--- config.mk ---
export PLATFORM = sky130hd
export DESIGN_NAME = fwd_scoreboard_id
export DESIGN_NICKNAME = d
export VERILOG_FILES = /design/src/rtl/fwd_scoreboard_id.sv
export SDC_FILE = /design/constraint.sdc
export NUM_CORES = 1
export LEC_CHECK = 0
export CAP_MARGIN = 20
export CORE_MARGIN = 3
export CORE_UTILIZATION = 30
export DETAILED_ROUTE_END_ITERATION = 7
export PLACE_DENSITY_LB_ADDON = 0.12
export SLEW_MARGIN = 0
export SYNTH_ARGS = -nofsm -noshare
export SYNTH_HDL_FRONTEND = slang
export SYNTH_SLANG_ARGS = --single-unit
export TNS_END_PERCENT = 100
--- constraint.sdc ---
create_clock -name clk -period 6.3 [get_ports clk]
set_input_delay 0.63 -clock clk [delete_from_list [all_inputs] [get_ports clk]]
set_output_delay 0.63 -clock clk [all_outputs]
set_load 0.02 [all_outputs]
--- src/rtl/fwd_scoreboard_id.sv ---
`default_nettype none
// +------------------------------------------------------------------+
// | Module : fwd_scoreboard_id                                        |
// | Desc   : ID-stage RAW/WAW scoreboard with forward-select output   |
// |          and a single outstanding variable-latency accelerator op |
// | Rev    : 1.0  initial release                                     |
// +------------------------------------------------------------------+
module fwd_scoreboard_id #(
    parameter int NUM_RS           = 2,
    parameter int DEPTH            = 3,
    parameter int FWD_MIN_STAGE    = 2,
    parameter int LOAD_READY_STAGE = 3,
    localparam int SEL_W           = $clog2(DEPTH + 2)
) (
    input  logic                    clk,
    input  logic                    rst,
    input  logic                    issue_valid,
    input  logic [4:0]              issue_rd,
    input  logic                    issue_reg_write,
    input  logic                    issue_load,
    input  logic                    issue_long,
    input  logic                    acc_done,
    input  logic [NUM_RS-1:0]       need_rs,
    input  logic [NUM_RS*5-1:0]     rs_id,
    output logic [NUM_RS*SEL_W-1:0] fwd_sel,
    output logic                    stall_id,
    output logic                    acc_busy
);

    localparam logic [1:0] c_st_idle = 2'd0;
    localparam logic [1:0] c_st_busy = 2'd1;
    localparam logic [1:0] c_st_done = 2'd2;

    logic [DEPTH:1]  r_valid;
    logic [DEPTH:1]  r_load;
    logic [4:0]      r_rd [1:DEPTH];
    logic [1:0]      r_state;
    logic [1:0]      w_state_nxt;
    logic [4:0]      r_acc_rd;
    logic            w_acc_load;
    logic [DEPTH:1]  w_ready;
    logic [NUM_RS-1:0] w_raw_vec;
    logic            w_busy;
    logic            w_stall;
    logic            w_accept;
    logic            w_enter;

    always_comb begin
        for (int k = 1; k <= DEPTH; k++) begin
            w_ready[k] = r_valid[k] & (r_load[k] ? (k >= LOAD_READY_STAGE)
                                                 : (k >= FWD_MIN_STAGE));
        end
    end

    for (genvar p = 0; p < NUM_RS; p++) begin : g_port
        logic [4:0]       w_rs;
        logic [SEL_W-1:0] w_sel;
        logic             w_raw;
        logic             w_hit;

        assign w_rs = rs_id[5*p +: 5];

        // Scan oldest to youngest so the youngest matching producer wins.
        always_comb begin
            w_sel = '0;
            w_raw = 1'b0;
            w_hit = 1'b0;
            if (need_rs[p] && (w_rs != 5'd0)) begin
                for (int k = DEPTH; k >= 1; k--) begin
                    if (r_valid[k] && (r_rd[k] == w_rs)) begin
                        w_hit = 1'b1;
                        w_sel = w_ready[k] ? SEL_W'(k) : '0;
                        w_raw = ~w_ready[k];
                    end
                end
                if (!w_hit) begin
                    if ((r_state == c_st_done) && (r_acc_rd == w_rs)) begin
                        w_sel = SEL_W'(DEPTH + 1);
                    end else if ((r_state == c_st_busy) && (r_acc_rd == w_rs)) begin
                        w_raw = 1'b1;
                    end
                end
            end
        end

        assign fwd_sel[p*SEL_W +: SEL_W] = rst ? '0 : w_sel;
        assign w_raw_vec[p]              = w_raw;
    end

    assign w_busy   = (r_state == c_st_busy);
    assign w_stall  = (|w_raw_vec)
                    | (issue_valid & issue_long & w_busy)
                    | (issue_valid & issue_reg_write & w_busy & (issue_rd == r_acc_rd));
    assign stall_id = w_stall & ~rst;
    assign acc_busy = w_busy & ~rst;
    assign w_accept = issue_valid & ~w_stall;
    assign w_enter  = w_accept & issue_reg_write & ~issue_long & (issue_rd != 5'd0);

    always_comb begin
        w_state_nxt = r_state;
        w_acc_load  = 1'b0;
        case (r_state)
            c_st_busy: begin
                if (acc_done) begin
                    w_state_nxt = c_st_done;
                end
            end
            default: begin
                if (w_accept && issue_long) begin
                    w_state_nxt = c_st_busy;
                    w_acc_load  = 1'b1;
                end else begin
                    w_state_nxt = c_st_idle;
                end
            end
        endcase
    end

    always_ff @(posedge clk) begin
        if (rst) begin
            r_valid  <= '0;
            r_load   <= '0;
            r_state  <= c_st_idle;
            r_acc_rd <= 5'd0;
            for (int k = 1; k <= DEPTH; k++) begin
                r_rd[k] <= 5'd0;
            end
        end else begin
            for (int k = DEPTH; k >= 2; k--) begin
                r_valid[k] <= r_valid[k-1];
                r_load[k]  <= r_load[k-1];
                r_rd[k]    <= r_rd[k-1];
            end
            r_valid[1] <= w_enter;
            r_load[1]  <= issue_load;
            r_rd[1]    <= issue_rd;
            r_state    <= w_state_nxt;
            if (w_acc_load) begin
                r_acc_rd <= issue_rd;
            end
        end
    end

endmodule
`default_nettype wire
==> impl_metrics.yaml, run 1 <==
setup_path:
  cp_num_buf_inv: 2
  critPathMostFrequentCell: "a21oi_1"
  worstPathRequired_ns: 5.67
  slowest_delay_ns: 0.58
  slowest_stage: "or4_1"
  cp.arrival_ns: 3.19
  regToRegSetupSlack_ns: 4.13
  path_delay_family: "buffers and inverters"
  critical_path_class: "in -> out"
  critPathLaunchType: "input pin"
  crit_chain: "clkdlybuf4s50_1, or4_1, o21ai_0, a21oi_1, a21oi_1, a21oi_1, clkdlybuf4s50_1"
  crit_path_max_fanout: 5
  crit_path_end_kind: "primary output"
synth:
  yosys_warnings: 0
  synth.distinct_cells: 37
  synth_fp_nets: 202
  yosys.area.top_type: "dfxtp_1"
  avgSynthCellArea_um2: 9.27
  synth.most_common_cell: "dfxtp_1"
  synthesis.area_mm2: 0.00165
  synth_edf_count: 0
  syn_inst: 178
  ys.flop_type: "dfxtp_1"
  synth_area_leaders: "dfxtp_1, xor2_1, xnor2_1, nor2b_1, mux2_4"
  synth_common_cells: "dfxtp_1, nor2b_1, xor2_1"
  synth_top_cell_area_share_pct: 32.8
  ys_async_sr_fraction_pct: 0
  synth_seq_cells: 27
  synth-seq-area-share_pct: 32.8
die:
  ios: 32
  die_h_um: 80.2
  die-area_mm2: 0.00643
  initial_utilization_pct: 31.7
  rows: 26
  coreArea_mm2: 0.00520
  die_w_um: 80.2
drt:
  wirelength_mm: 4.09
  vias: 1271
  drcViolationCount: 0
  drtPass1Iterations: 4
  wl_per_cell_um: 15.1
  ant_nets: 0
  viasPerCell: 4.69
  drt_iter0_drc: 72
power_and_ir_drop:
  irDropWorstVdd_v: 0.0000749
  powerDensity_mw_per_mm2: 176
  leakagePower_nw: 0.764
  power.total_mw: 0.359
final_layout:
  seqCellArea_um2: 541
  final_area_mm2: 0.00204
  multi_input_area_mm2: 0.00104
  area_growth_pct: 23.5
  drive_gt1_share_pct: 7.96
  n_antenna_cell: 0
  nets: 226
  fill_cells: 555
place:
  io_buffers: 31
  placed_area_mm2: 0.00198
  dp_hpwl_mm: 3.27
  pre_cts_ws_ns: 2.46
  gp_congestion: 0.836
min_path:
  holdCritPathClass: "reg -> reg"
sta:
  tightestPinTransition_ns: 0.650
  maxSlewViolCount: 0
  setup_viol: 0
  fin_crit_sh_pct: 60.7
  finalHoldViolCount: 0
  rsz0062_at_grt: "no"
  setup_slack_ns: 2.48
  fmax_mhz: 262
  fin_tns_setup_ns: 0
  post-route-min-period_ns: 3.82
  hold_slack_ns: 0.450
  relSlewSlack_pct: 56.5
  fin_skew_ns: 0.00690
cts:
  post_cts_buffers: 0
  clk_path_buf_depth: 2
  cts_buffers: 3
  cts.clk_slew.worst_paths_ns: 0.10
  cts_tree: "built"
  clk-insertion-delay-late_ns: 0.28
  cts_resized: 0
  clock-sinks: 27
  cts_root_buffer: "clkbuf_8"
  hold_buffers: 0
  cts_max_level: 1
grt:
  track_usage_pct: 13.7
  antenna_found_initial: 0
  grt_pass1_vias: 1299
  grt_overflow: 0
  grt_pass1_wl_mm: 6.68
  grt_start_max_net_pins: 32
job:
  max_cap_violations: 0
run_status:
  outcome: "completed"
[where the power goes]
part	leakage (nW)	switching [mW]	internal, mW	total (mW)
clock network	0.0255	0.0579	0.0445	0.102
logic	0.517	0.0323	0.0381	0.0704
registers	0.221	0.00845	0.178	0.186
[cell usage in the layout (no fill, tap or decap), types with 3 or more instances in the layout]
cell type / n
nand2b_1: 3
clkbuf_8: 3
nor4_1: 6
mux2_4: 5
nor2b_1: 26
clkdlybuf4s50_1: 31
nand3_1: 5
xor2_1: 25
nand2_1: 6
xnor2_1: 19
nor2_1: 7
a21oi_1: 5
dfxtp_1: 27
and3_1: 3
[worst reg2reg max path: stages, from the launching register on]
cell and delay, ns:
dfxtp_1 0.34, xor2_1 0.18, nor4_4 0.35, a2111oi_1 0.13
a211o_1 0.34, a211o_4 0.40, mux2_4 0.31
[logic make-up after synthesis]
group           after synthesis  share of synthesized area [%]
flops                        27                           32.8
buf+inv                      14                           4.32
xor+xnor                     45                           24.3
compound gates               14                           6.29
mux                           6                           5.16
simple gates                 72                           27.1
[stage by stage]
stage	utilization, %	cells
final	39.2	271
after global routing	39.2	271
after CTS	38.9	270
after detailed placement	38.1	266
after global placement	38.1	266
after floorplan	-	178
[routing by layer]
layer	wire length [um]	up-vias	GRT usage (%)	part of all wire [%]
li1	-	644	-	-
met1	1930	600	17.0	47
met2	1940	23	23.3	48
met3	163	4	2.47	4.0
met4	51	0	5.07	1.2
met5	0	-	0	0
[flip-flops by register name, indices dropped and copies added (netlist names)]
signal	flops
r_acc_rd	5
r_load	2
r_rd	15
r_state	2
r_valid	3
[final timing paths]
check	from	end	cells after the start
setup reg to reg	r_rd[0][15]	r_acc_rd[3]	6
hold / removal	r_load[1]	r_load[2]	1
setup / recovery	rs_id[6]	stall_id	7
hold reg to reg	r_load[1]	r_load[2]	1
[cell type report]
class	count	area share, %
Tap cell	70	4.30
Clock inverter	1	0.246
Clock buffer	3	2.03
Sequential cell	27	26.5
Timing Repair Buffer	32	15.8
Inverter	1	0.184
Multi-Input combinational cell	137	51.0
No activity file was read; power rests on OpenSTA's default activity.
==> run 2: changes to the inputs <==
==> constraint.sdc (replaced) <==
create_clock -name clk -period 3.5 [get_ports clk]
set_input_delay 0.35 -clock clk [delete_from_list [all_inputs] [get_ports clk]]
set_output_delay 0.35 -clock clk [all_outputs]
set_load 0.02 [all_outputs]
==> impl_metrics.yaml, run 2 (synthesized netlist as in run 1, its figures left out) <==
die:
  coreArea_mm2: 0.00520
  initial_utilization_pct: 31.7
  die-area_mm2: 0.00643
  rows: 26
  die_h_um: 80.2
  ios: 32
  die_w_um: 80.2
grt:
  antenna_found_initial: 0
  grt_overflow: 0
  grt_pass1_wl_mm: 6.67
  grt_pass1_vias: 1357
  track_usage_pct: 13.4
  grt_start_max_net_pins: 30
run_status:
  outcome: "completed"
cts:
  cts_max_level: 1
  cts_root_buffer: "clkbuf_8"
  clk_path_buf_depth: 2
  cts_tree: "built"
  clock-sinks: 27
  hold_buffers: 0
  clk-insertion-delay-late_ns: 0.27
  cts_resized: 0
  post_cts_buffers: 0
  cts.clk_slew.worst_paths_ns: 0.09
  cts_buffers: 3
final_layout:
  area_growth_pct: 23.2
  layout_common_cells: "clkdlybuf4s50_1, dfxtp_1, nor2b_1"
  final_area_mm2: 0.00203
  largest_register_ffs: 15
  reg_top3: "r_rd (15), r_acc_rd (5), r_valid (3)"
  final_common_cell: "clkdlybuf4s50_1"
  n_antenna_cell: 0
  drive_gt1_share_pct: 7.46
  regMostFlops: "r_rd"
  nets: 226
drt:
  drtPass1Iterations: 4
  drt_iter0_drc: 49
  ant_nets: 0
  drcViolationCount: 0
  vias: 1328
  viasPerCell: 4.90
  wl_per_cell_um: 15.2
  wirelength_mm: 4.12
power_and_ir_drop:
  seqPwrFrac_pct: 52.3
  p_comb_share_pct: 19.7
  irDropWorstVdd_v: 0.000136
  clkPwrFrac_pct: 27.9
  intPower_mw: 0.469
  p_sw_mw: 0.171
  powerDensity_mw_per_mm2: 315
  leakagePower_nw: 0.760
  switching_share_pct: 26.7
sta:
  fmax_mhz: 310
  relSlewSlack_pct: 66.6
  post-route-min-period_ns: 3.22
  finalHoldViolCount: 0
  fin_tns_setup_ns: 0
  fin_crit_sh_pct: 92.1
  tightestPinTransition_ns: 0.495
  maxSlewViolCount: 0
  setup_viol: 0
  fin_skew_ns: 0.00419
  rsz0062_at_grt: "no"
place:
  dp_hpwl_mm: 3.30
  placed_area_mm2: 0.00199
  gp_congestion: 0.834
  io_buffers: 31
setup_path:
  critical_path_class: "in -> out"
  crit_path_end_kind: "primary output"
  worstPathRequired_ns: 3.15
  critPathLaunchType: "input pin"
  cp.arrival_ns: 2.87
  worstRegToRegCells: 6
  crit_path_max_fanout: 6
job:
  max_cap_violations: 0
min_path:
  holdCritPathClass: "reg -> reg"
  min_delay_path_depth: 1
run 2: changes by cell type in the layout (fill, tap and decap cells not counted), sizes merged:
cell and delta:
clkinv -1, clkbuf +1
run 2: final timing paths:
| kind | from | endpoint | slack [ns] |
|---|---|---|---|
| worst max register to register | r_rd[0][15] | r_acc_rd[3] | 1.34 |
| worst max-delay path | rs_id[0] | stall_id | 0.28 |
| worst min-delay path | r_load[1] | r_load[2] | 0.44 |
| worst min register to register | r_load[1] | r_load[2] | 0.44 |
run 2: final cells by class:
class / instances / area (um^2)
clock buffer: 4 / 45.0
fill: 547 / 3170
inverter: 1 / 3.75
multi-input combinational: 137 / 1040
sequential: 27 / 541
tap: 70 / 87.6
timing repair buffer: 32 / 318
run 2: power groups by stage:
stage | clock network, mW | registers [mW] | logic, mW
3_5_place_dp | 0 | 0.342 | 0.126
4_1_cts | 0.184 | 0.335 | 0.127
3_3_place_gp | 0 | 0.342 | 0.126
2_1_floorplan | 0 | 0.337 | 0.0862
6_report | 0.179 | 0.335 | 0.127
5_1_grt | 0.193 | 0.337 | 0.139
run 2: worst max-delay path, cell delays in order:
cell,delay [ns]
clkdlybuf4s50_1,0.63
xor2_1,0.33
nor4_4,0.10
a2111oi_1,0.37
a211o_1,0.21
a21oi_1,0.09
a21oi_1,0.17
clkdlybuf4s50_1,0.62
run 2: through the flow:
| step | utilization [%] | power (mW) | setup slack (ns) | hold WS, ns | instances |
|---|---|---|---|---|---|
| 2_1_floorplan | - | 0.423 | 1.31 | 0.414 | 178 |
| 3_3_place_gp | 38.2 | 0.468 | 0.237 | 0.429 | 267 |
| 3_5_place_dp | 38.2 | 0.468 | 0.243 | 0.422 | 267 |
| 4_1_cts | 39.1 | 0.646 | 0.235 | 0.445 | 271 |
| 5_1_grt | 39.1 | 0.668 | 0.127 | 0.454 | 271 |
| 6_report | 39.1 | 0.641 | 0.276 | 0.442 | 271 |
run 2: per-layer routing:
layer	vias up	share of wire [%]	global-route usage, %
met5	-	0	0
met4	0	2.2	5.91
met3	6	3.5	1.91
met2	27	46	22.1
met1	647	48	17.3
li1	648	-	-
==> run 3: changes to the inputs <==
--- a/config.mk
+++ b/config.mk
@@ -10,7 +10,7 @@
 export CORE_UTILIZATION = 30
 export DETAILED_ROUTE_END_ITERATION = 7
 export PLACE_DENSITY_LB_ADDON = 0.12
-export SLEW_MARGIN = 0
+export SKIP_CTS_REPAIR_TIMING = 1
 export SYNTH_ARGS = -nofsm -noshare
 export SYNTH_HDL_FRONTEND = slang
 export SYNTH_SLANG_ARGS = --single-unit
==> results of run 3 <==
The final DEF is identical to that of run 2; final timing and power are the same.
